File: src/rtl/top4_accum.sv
// top4_accum
//   Streaming top-4 accumulator fed by the 4-byte sorting network. Keeps the
//   four best bytes of the current frame in rank order and emits them, with
//   a saturating word count, on the frame's last word. No backpressure.
//
//   Parameters
//     KEEP_MAX  1: keep the four largest bytes, 0: keep the four smallest
//     CNT_W     width of the frame word counter
//   Ports
//     clk        clock, rising edge
//     rst_n      synchronous active-low reset
//     in_valid   in_word / in_last valid this cycle
//     in_word    sorted word, [31:24] is rank 0 (best)
//     in_last    last word of the frame (qualified by in_valid)
//     out_valid  one-cycle result pulse
//     out_word   best four bytes of the frame, same layout as in_word
//     out_count  valid words in the frame, saturating
//     out_sat    out_count saturated during this frame

// Compare-swap cell: the better byte goes to hi, the other to lo.
module top4_cas #(
    parameter bit KEEP_MAX = 1'b1
) (
    input  logic [7:0] a,
    input  logic [7:0] b,
    output logic [7:0] hi,
    output logic [7:0] lo
);
    logic b_better;
    assign b_better = KEEP_MAX ? (b > a) : (b < a);
    assign hi = b_better ? b : a;
    assign lo = b_better ? a : b;
endmodule

module top4_accum #(
    parameter bit KEEP_MAX = 1'b1,
    parameter int CNT_W    = 16
) (
    input  logic             clk,
    input  logic             rst_n,
    input  logic             in_valid,
    input  logic [31:0]      in_word,
    input  logic             in_last,
    output logic             out_valid,
    output logic [31:0]      out_word,
    output logic [CNT_W-1:0] out_count,
    output logic             out_sat
);
    typedef enum logic {EMPTY, ACCUM} state_t;

    state_t state, state_nx;

    // Internal byte arrays are indexed by rank (index 0 = best).
    logic [3:0][7:0]   acc, acc_nx, w, c, d, m;
    logic [CNT_W-1:0]  cnt, cnt_nx, cnt_inc;
    logic              sat, sat_nx, sat_inc, cnt_full;
    logic              emit, emit_sat;
    logic [31:0]       emit_word;
    logic [CNT_W-1:0]  emit_cnt;

    function automatic logic better(input logic [7:0] a, input logic [7:0] b);
        return KEEP_MAX ? (a > b) : (a < b);
    endfunction

    function automatic logic [31:0] to_word(input logic [3:0][7:0] r);
        return {r[0], r[1], r[2], r[3]};
    endfunction

    assign w = {in_word[7:0], in_word[15:8], in_word[23:16], in_word[31:24]};

    // Level 1: pairing acc rank i with input rank 3-i and keeping the better
    // of each pair yields exactly the top four of the eight, as a bitonic
    // sequence. Levels 2 and 3 finish the 4-element bitonic sort.
    for (genvar i = 0; i < 4; i++) begin : g_l1
        assign c[i] = better(w[3-i], acc[i]) ? w[3-i] : acc[i];
    end
    for (genvar i = 0; i < 2; i++) begin : g_l2
        top4_cas #(.KEEP_MAX(KEEP_MAX)) u_cas (
            .a(c[i]), .b(c[i+2]), .hi(d[i]), .lo(d[i+2])
        );
    end
    for (genvar i = 0; i < 2; i++) begin : g_l3
        top4_cas #(.KEEP_MAX(KEEP_MAX)) u_cas (
            .a(d[2*i]), .b(d[2*i+1]), .hi(m[2*i]), .lo(m[2*i+1])
        );
    end

    // Saturating increment: an all-ones counter holds and flags saturation.
    assign cnt_full = &cnt;
    assign cnt_inc  = cnt_full ? cnt : cnt + CNT_W'(1);
    assign sat_inc  = sat | cnt_full;

    always_comb begin
        state_nx  = state;
        acc_nx    = acc;
        cnt_nx    = cnt;
        sat_nx    = sat;
        emit      = 1'b0;
        emit_word = in_word;
        emit_cnt  = CNT_W'(1);
        emit_sat  = 1'b0;
        case (state)
            EMPTY: begin
                if (in_valid) begin
                    if (in_last) begin
                        // One-word frame passes straight through.
                        emit = 1'b1;
                    end else begin
                        acc_nx   = w;
                        cnt_nx   = CNT_W'(1);
                        sat_nx   = 1'b0;
                        state_nx = ACCUM;
                    end
                end
            end
            ACCUM: begin
                if (in_valid) begin
                    if (in_last) begin
                        emit      = 1'b1;
                        emit_word = to_word(m);
                        emit_cnt  = cnt_inc;
                        emit_sat  = sat_inc;
                        state_nx  = EMPTY;
                    end else begin
                        acc_nx = m;
                        cnt_nx = cnt_inc;
                        sat_nx = sat_inc;
                    end
                end
            end
            default: state_nx = EMPTY;
        endcase
    end

    always_ff @(posedge clk) begin
        if (!rst_n) begin
            state     <= EMPTY;
            acc       <= '0;
            cnt       <= '0;
            sat       <= 1'b0;
            out_valid <= 1'b0;
            out_word  <= '0;
            out_count <= '0;
            out_sat   <= 1'b0;
        end else begin
            state     <= state_nx;
            acc       <= acc_nx;
            cnt       <= cnt_nx;
            sat       <= sat_nx;
            out_valid <= emit;
            // Result fields hold between pulses.
            if (emit) begin
                out_word  <= emit_word;
                out_count <= emit_cnt;
                out_sat   <= emit_sat;
            end
        end
    end
endmodule

File: config.mk
export PLATFORM = sky130hd
export DESIGN_NAME = top4_accum
export DESIGN_NICKNAME = d
export VERILOG_FILES = /design/src/rtl/top4_accum.sv
export SDC_FILE = /design/constraint.sdc
export NUM_CORES = 1
export LEC_CHECK = 0
export BUFFER_PORTS_ARGS = -buffer_cell sky130_fd_sc_hd__buf_2
export CORE_ASPECT_RATIO = 1.75
export CORE_MARGIN = 4
export CORE_UTILIZATION = 50
export CTS_BUF_LIST = sky130_fd_sc_hd__clkbuf_8 sky130_fd_sc_hd__clkbuf_16
export DETAILED_ROUTE_END_ITERATION = 8
export GPL_TIMING_DRIVEN = 1
export PLACE_DENSITY_LB_ADDON = 0.25
export RECOVER_POWER = 25
export SYNTH_ARGS = -nofsm -noshare
export SYNTH_HDL_FRONTEND = slang
export SYNTH_HIERARCHICAL = 1
export SYNTH_SLANG_ARGS = --single-unit
File: constraint.sdc
create_clock -name clk -period 4.8 [get_ports clk]
set_input_delay 0.24 -clock clk [delete_from_list [all_inputs] [get_ports clk]]
set_output_delay 0.24 -clock clk [all_outputs]
set_load 0.05 [all_outputs]
==> out/qor.csv, run 1 <==
metric;value;unit
grt_pass1_vias;7212;
p_leak;4.31;nW
cp-end-kind;flop;
setup_viol;64;
cp.required;5.00;ns
layout_setup_ws;-0.341;ns
violations;setup timing;
pin_count;86;
ys_async_sr_fraction;0;%
grt_busiest_layer;met2;
fmax;0.195;GHz
drtPass1Iterations;5;
cpMostUsedCell;buf_6;
core_area;0.0140;mm2
wl_per_cell;22.3;um
fp-row-count;57;
antenna_left;0;
start_util;51.5;%
num_antenna_cells;0;
drcViolationCount;0;
vias_per_cell;5.95;
clk-insertion-delay-late;0.36;ns
slowest_stage;o32ai_4;
synthMuxAreaShare;21.7;%
synth_compound_area_share;16.9;%
met3_usage;3.98;%
max_cap_viol_count;0;
syn_nets;877;
grt_pass1_wl;37700;um
ir_drop;0.000266;V
portBuffers;85;
synth_xor_area_share;0.974;%
synth_flop_cell;dfxtp_1;
cts.reportedPaths.clkPinSlew;0.08;ns
die_h;167;um
placed_cell_area;0.00885;mm2
dp_hpwl;18400;um
max_slew_margin;17.0;%
yosysMostFrequentCell;dfxtp_1;
gr-usage-met2;54.2;%
worstSetupPathType;flop to flop;
synthAdderAreaFrac;11.3;%
synth_top_family_by_area;multiplexers;
worst-path-max-fanout;5;
fin_area;0.0102;mm2
status;finished, violations left;
crit_family;compound AO/OA/AOI/OAI gates;
gr-total-overflow;0;
multi_input_area;0.00572;mm2
final_max_slew_viol_count;0;
grt_max_degree;72;
cts-root-buf;clkbuf_16;
cts_max_path_buffers;2;
clock_sinks;100;
cp_num_buf_inv;9;
via_count;6918;
syn_area;0.00719;mm2
final_util;73.1;%
syn_inst;776;
yosys_warnings;6;
crit_arrival;5.34;ns
cts_buffers;9;
h-tree-depth;3;
rsz0062_at_grt;true;
power_density;454;mW/mm2
die-area;0.0164;mm2
synth_area_leaders;dfxtp_1 28%, ha_1 11%, mux2_2 8.8%, mux2_4 8.3%, mux2i_1 4.6%;
post-route-period-util;107;%
finalNonFillerCells;1163;
synth_top_area_share;27.8;%
r2r_slack;-0.34;ns
fillers;943;
synth.top_cells.by_count;100 x dfxtp_1, 67 x nand2_1, 66 x inv_1;
synth_area_per_cell;9.27;um2
startpoint_type;flop;
synth_seq_cells;100;
regArea;0.00201;mm2
area_growth;42.0;%
synth_top_cell_by_area;dfxtp_1;
ys_seq_area_share;27.8;%
fin_skew;0.0193;ns
synth_cell_types;56;
cts_tree;built;
wl;26000;um
nNetsFinal;1082;
initialDrtViolationCount;396;
worstMarginPinSlew;1.25;ns
drive_gt1_share;48.5;%
use_met1;27.7;%
antenna_found_initial;0;
synth-edff-count;0;
gp_congestion;0.997;
grt_usage;29.2;%
hp-class;primary input to flop;
synth-simple-area-share;14.2;%
dp_cells;1131;
post-route-min-period;5.14;ns
dieWidth;98.7;um
cpPeakStageDelay;0.36;ns
finalHoldViolCount;0;
[sequential cells by signal (all words and copies together) (netlist names), named ones only]
| register | flops |
|---|---|
| acc | 32 |
| cnt | 16 |
| out_count | 16 |
| out_sat | 1 |
| out_valid | 1 |
| out_word | 32 |
| sat | 1 |
[layout by cell type (no fill, tap or decap), types with 7 or more instances in the layout]
master,count
buf_4,124
dfxtp_1,92
mux2_4,81
nand2_1,64
buf_2,64
nor2_1,53
inv_1,46
ha_1,35
o21ai_1,32
ha_4,30
a211oi_1,29
a21oi_1,24
buf_6,22
clkbuf_1,21
o21ai_0,20
mux2i_4,19
mux2_2,15
inv_2,14
nand4_1,14
a21oi_2,14
mux2i_1,11
nand3_1,10
clkbuf_16,10
a211oi_2,8
o211ai_1,8
dfxtp_2,8
a21oi_4,7
[per-stage QoR]
| step | total power [mW] | hold WS (ns) | setup WS [ns] | setup TNS [ns] |
|---|---|---|---|---|
| global route | 4.79 | 0.219 | -0.470 | -23.51 |
| global placement | 3.03 | 0.424 | -0.423 | -16.29 |
| floorplan | 2.42 | 0.350 | 0.00970 | 0 |
| detailed placement | 3.10 | 0.432 | -0.473 | -21.20 |
| CTS | 4.37 | 0.204 | -0.248 | -8.70 |
| finish | 4.64 | 0.209 | -0.341 | -15.15 |
[report_power, final]
part	internal (mW)	total [mW]	switching, mW
Combinational	1.59	2.97	1.39
Sequential	0.876	0.919	0.0433
Clock	0.383	0.746	0.363
[final timing paths]
path,cells past startpoint,to,from
max,27,acc[25],acc[1]
min,2,flop,in_valid
max reg2reg,27,acc[25],acc[1]
min reg2reg,2,out_count[14],out_count[14]
[routing by layer]
layer  vias up  routed length [um]  part of all wire (%)
met5         -                   0                     0
met4         0                2460                   9.5
met3       109                1050                   4.0
met2       250               13600                    52
met1      3345                8830                    34
li1       3214                   -                     -
[cells by family after synthesis]
| logic type | count (synthesis) |
|---|---|
| DFF | 100 |
| xor gates and xnor gates | 8 |
| buffers and inverters | 109 |
| muxes | 129 |
| AOI/OAI and AO/OA | 177 |
| adders and majority gates | 65 |
| and+or+nand+nor | 188 |
[layout make-up]
cell class / instances / share of cell area (%)
multi-input combinational: 567 / 56.0
sequential: 100 / 19.7
timing repair buffer: 236 / 16.5
inverter: 67 / 2.61
clock buffer: 10 / 2.34
tap: 177 / 2.17
clock inverter: 6 / 0.649
[repair_timing]
action | in CTS | in global routing
setup buffers | 13 | 6
endpoints found under the setup margin | 64 | 64
pin swaps | 23 | 25
hold buffers | 0 | 0
resized for setup | 138 | 74
gates cloned | 2 | 0
Note: power is estimated with default switching activity, not from simulation.
==> run 2, diff against run 1 <==
- GPL_TIMING_DRIVEN: 1 -> 0
- SETUP_SLACK_MARGIN: not set -> 0.15
==> run 2 against run 1 <==
The run still ends with setup timing left. Routed wire length is 4.9% lower. Global-route usage is 0.11 points lower. Register-to-register slack worse by 0.07 ns. First-iteration DRC count is 17% lower. Sequential power is 1% lower. Clock power is 3% higher. Fmax is 1.4% lower. Utilization is 4.3 points lower. Combinational power is 4% lower. Clock-buffer cell count is 1 lower. Cell area is 5.8% lower. Sequential share of layout area is 1.2 points higher. Critical path type unchanged. Critical endpoint is now acc[14]. Largest power group unchanged.
==> out/qor.csv, run 2 (synthesis results as in run 1) <==
metric;value;unit;change
grt_usage;29.0;%;-0.11 points
reg.largest.list;acc (32), out_word (32);;
num_antenna_cells;0;;unchanged
core_area;0.0140;mm2;unchanged
cts_buffers;9;;unchanged
post-route-min-period;5.21;ns;+0.0731 ns
r2r_slack;-0.41;ns;-0.07 ns
clock_sinks;100;;unchanged
worstMarginPinSlew;0.759;ns;-0.486 ns
ir_drop;0.000288;V;+8.3%
grt_max_degree;22;;-69%
max_cap_viol_count;0;;unchanged
power_density;470;mW/mm2;+3.4%
dieWidth;98.7;um;unchanged
cpMostUsedCell;a21oi_2;;
worstSetupPathType;flop to flop;;
fin_setup_tns;-20.11;ns;-4.95 ns
whs;0.177;ns;-0.0317 ns
placed_cell_area;0.00807;mm2;-8.9%
initialDrtViolationCount;328;;-17%
drive_gt1_share;41.0;%;-7.5 points
grt_pass1_wl;37200;um;-1.4%
die_h;167;um;unchanged
portBuffers;85;;unchanged
final_util;68.8;%;-4.3 points
post-route-period-util;109;%;+1.5 points
antenna_left;0;;unchanged
gp_congestion;0.961;;-3.6%
finalHoldViolCount;0;;unchanged
status;finished, violations left;;
cts.reportedPaths.clkPinSlew;0.09;ns;about the same
slowest_stage;mux2_2;;
endpoint;acc[14];;
h-tree-depth;3;;unchanged
r2r-end;acc[14];;
rsz0062_at_grt;true;;
wl_per_cell;22.4;um;+0.55%
max_slew_margin;49.4;%;+32 points
switching_share;39.8;%;+1.1 points
cpPeakStageDelay;0.38;ns;+0.02 ns
die-area;0.0164;mm2;unchanged
met3_usage;4.02;%;+0.042 points
dp_hpwl;17500;um;-4.6%
pwr-share-seq;20.1;%;+0.3 points
pwr-share-comb;62.9;%;-1.2 points
p_clk_share;16.9;%;+0.8 points
fin_area;0.00962;mm2;-5.8%
p_sw;1.80;mW;+0.15%
multi_input_area;0.00562;mm2;-1.8%
setup_viol;64;;unchanged
cp.required;5.01;ns;about the same
cts_tree;built;;
fin_skew;0.0104;ns;-0.00889 ns
fmax;0.192;GHz;-1.4%
startpoint_type;flop;;
ff2ff_path_depth;25;;-7.4%
wl;24700;um;-4.9%
drtPass1Iterations;5;;unchanged
layout_commonest_cell;dfxtp_1;;
cp-end-kind;flop;;
gr-usage-met2;53.0;%;-1.2 points
power;4.52;mW;-2.6%
dp_cells;1038;;-8.2%
crit_arrival;5.42;ns;+0.08 ns
grt_pass1_vias;6759;;-6.3%
via_count;6593;;-4.7%
crit_start;acc[17];;
antenna_found_initial;0;;unchanged
cts_max_path_buffers;2;;unchanged
p_leak;3.90;nW;-9.5%
worst-path-max-fanout;5;;unchanged
hold_buffers;0;;unchanged
cts-root-buf;clkbuf_16;;
p_int;2.72;mW;-4.3%
worstReg2RegStart;acc[17];;
area_growth;33.7;%;
final_max_slew_viol_count;0;;unchanged
grt_busiest_layer;met2;;
dp_slack;-0.696;ns;-0.223 ns
layout_common_cells;94 x dfxtp_1, 72 x buf_2, 68 x mux2_4, 66 x nand2_1, 57 x inv_1;;
drcViolationCount;0;;unchanged
pin_count;86;;unchanged
fillers;1051;;+11%
layout_setup_ws;-0.414;ns;-0.0731 ns
finalNonFillerCells;1100;;-5.4%
fp-row-count;57;;unchanged
gr-total-overflow;0;;unchanged
vias_per_cell;5.99;;+0.76%
violations;setup timing;;
regArea;0.00201;mm2;-0.12%
use_met1;28.3;%;+0.52 points
nNetsFinal;1019;;-5.8%
clk-insertion-delay-late;0.35;ns;about the same
start_util;51.5;%;unchanged
hp-class;primary input to flop;;
[run 2: cell count changes in the layout (fill, tap and decap cells not counted), moves of 8 or more]
cell	change
buf_2	+8
buf_4	-97
clkbuf_1	+24
ha_1	+8
ha_4	-11
inv_1	+11
mux2_2	+13
mux2_4	-13
mux2i_1	-10
mux2i_4	+9
o21ai_0	+11
o21ai_1	-8
[run 2: worst min path at each step]
stage / startpoint / endpoint / slack, ns / depth (start not counted)
6_report: in_valid / flop / 0.18 / 2
5_1_grt: in_valid / flop / 0.17 / 2
3_5_place_dp: out_count[14] / out_count[14] / 0.43 / 2
2_1_floorplan: in_valid / flop / 0.35 / 1
4_1_cts: in_valid / flop / 0.17 / 2
3_3_place_gp: out_count[14] / out_count[14] / 0.42 / 2
[run 2: layout make-up]
class,instances,area share (%)
multi-input combinational,567,58.4
sequential,100,20.9
timing repair buffer,131,9.74
buffer,42,2.68
inverter,67,2.67
clock buffer,9,2.34
tap,177,2.30
clock inverter,7,0.950
[run 2: critical path, delay by kind of cell (launching register included)]
kind	cells	cell delay [ns]
muxes	4	1.24
DFF	1	0.36
and+or+nand+nor	2	0.25
adders and majority gates	3	0.78
buffers and inverters	6	0.77
AOI/OAI and AO/OA	10	1.68
[run 2: what timing repair did]
item | in CTS | in global routing
hold endpoints to repair | 0 | 0
setup buffers | 40 | 2
endpoints found under the setup margin | 64 | 64
gates cloned | 3 | 1
gates resized for setup | 123 | 44
pin swaps | 31 | 23
[run 2: power by group through the flow]
stage               sequential, mW  clock [mW]  combinational [mW]
floorplan                    0.998           0                1.44
global placement             0.925           0                1.89
detailed placement           0.926           0                1.91
CTS                          0.907       0.766                2.58
global route                 0.915       0.799                2.95
finish                       0.910       0.765                2.84
[run 2: layer usage]
metal / wire, um / vias up / share of wire [%]
met3: 1170 / 125 / 4.7
met4: 2650 / 0 / 11
met2: 12700 / 263 / 51
li1: - / 3096 / -
met5: 0 / - / 0
met1: 8200 / 3109 / 33
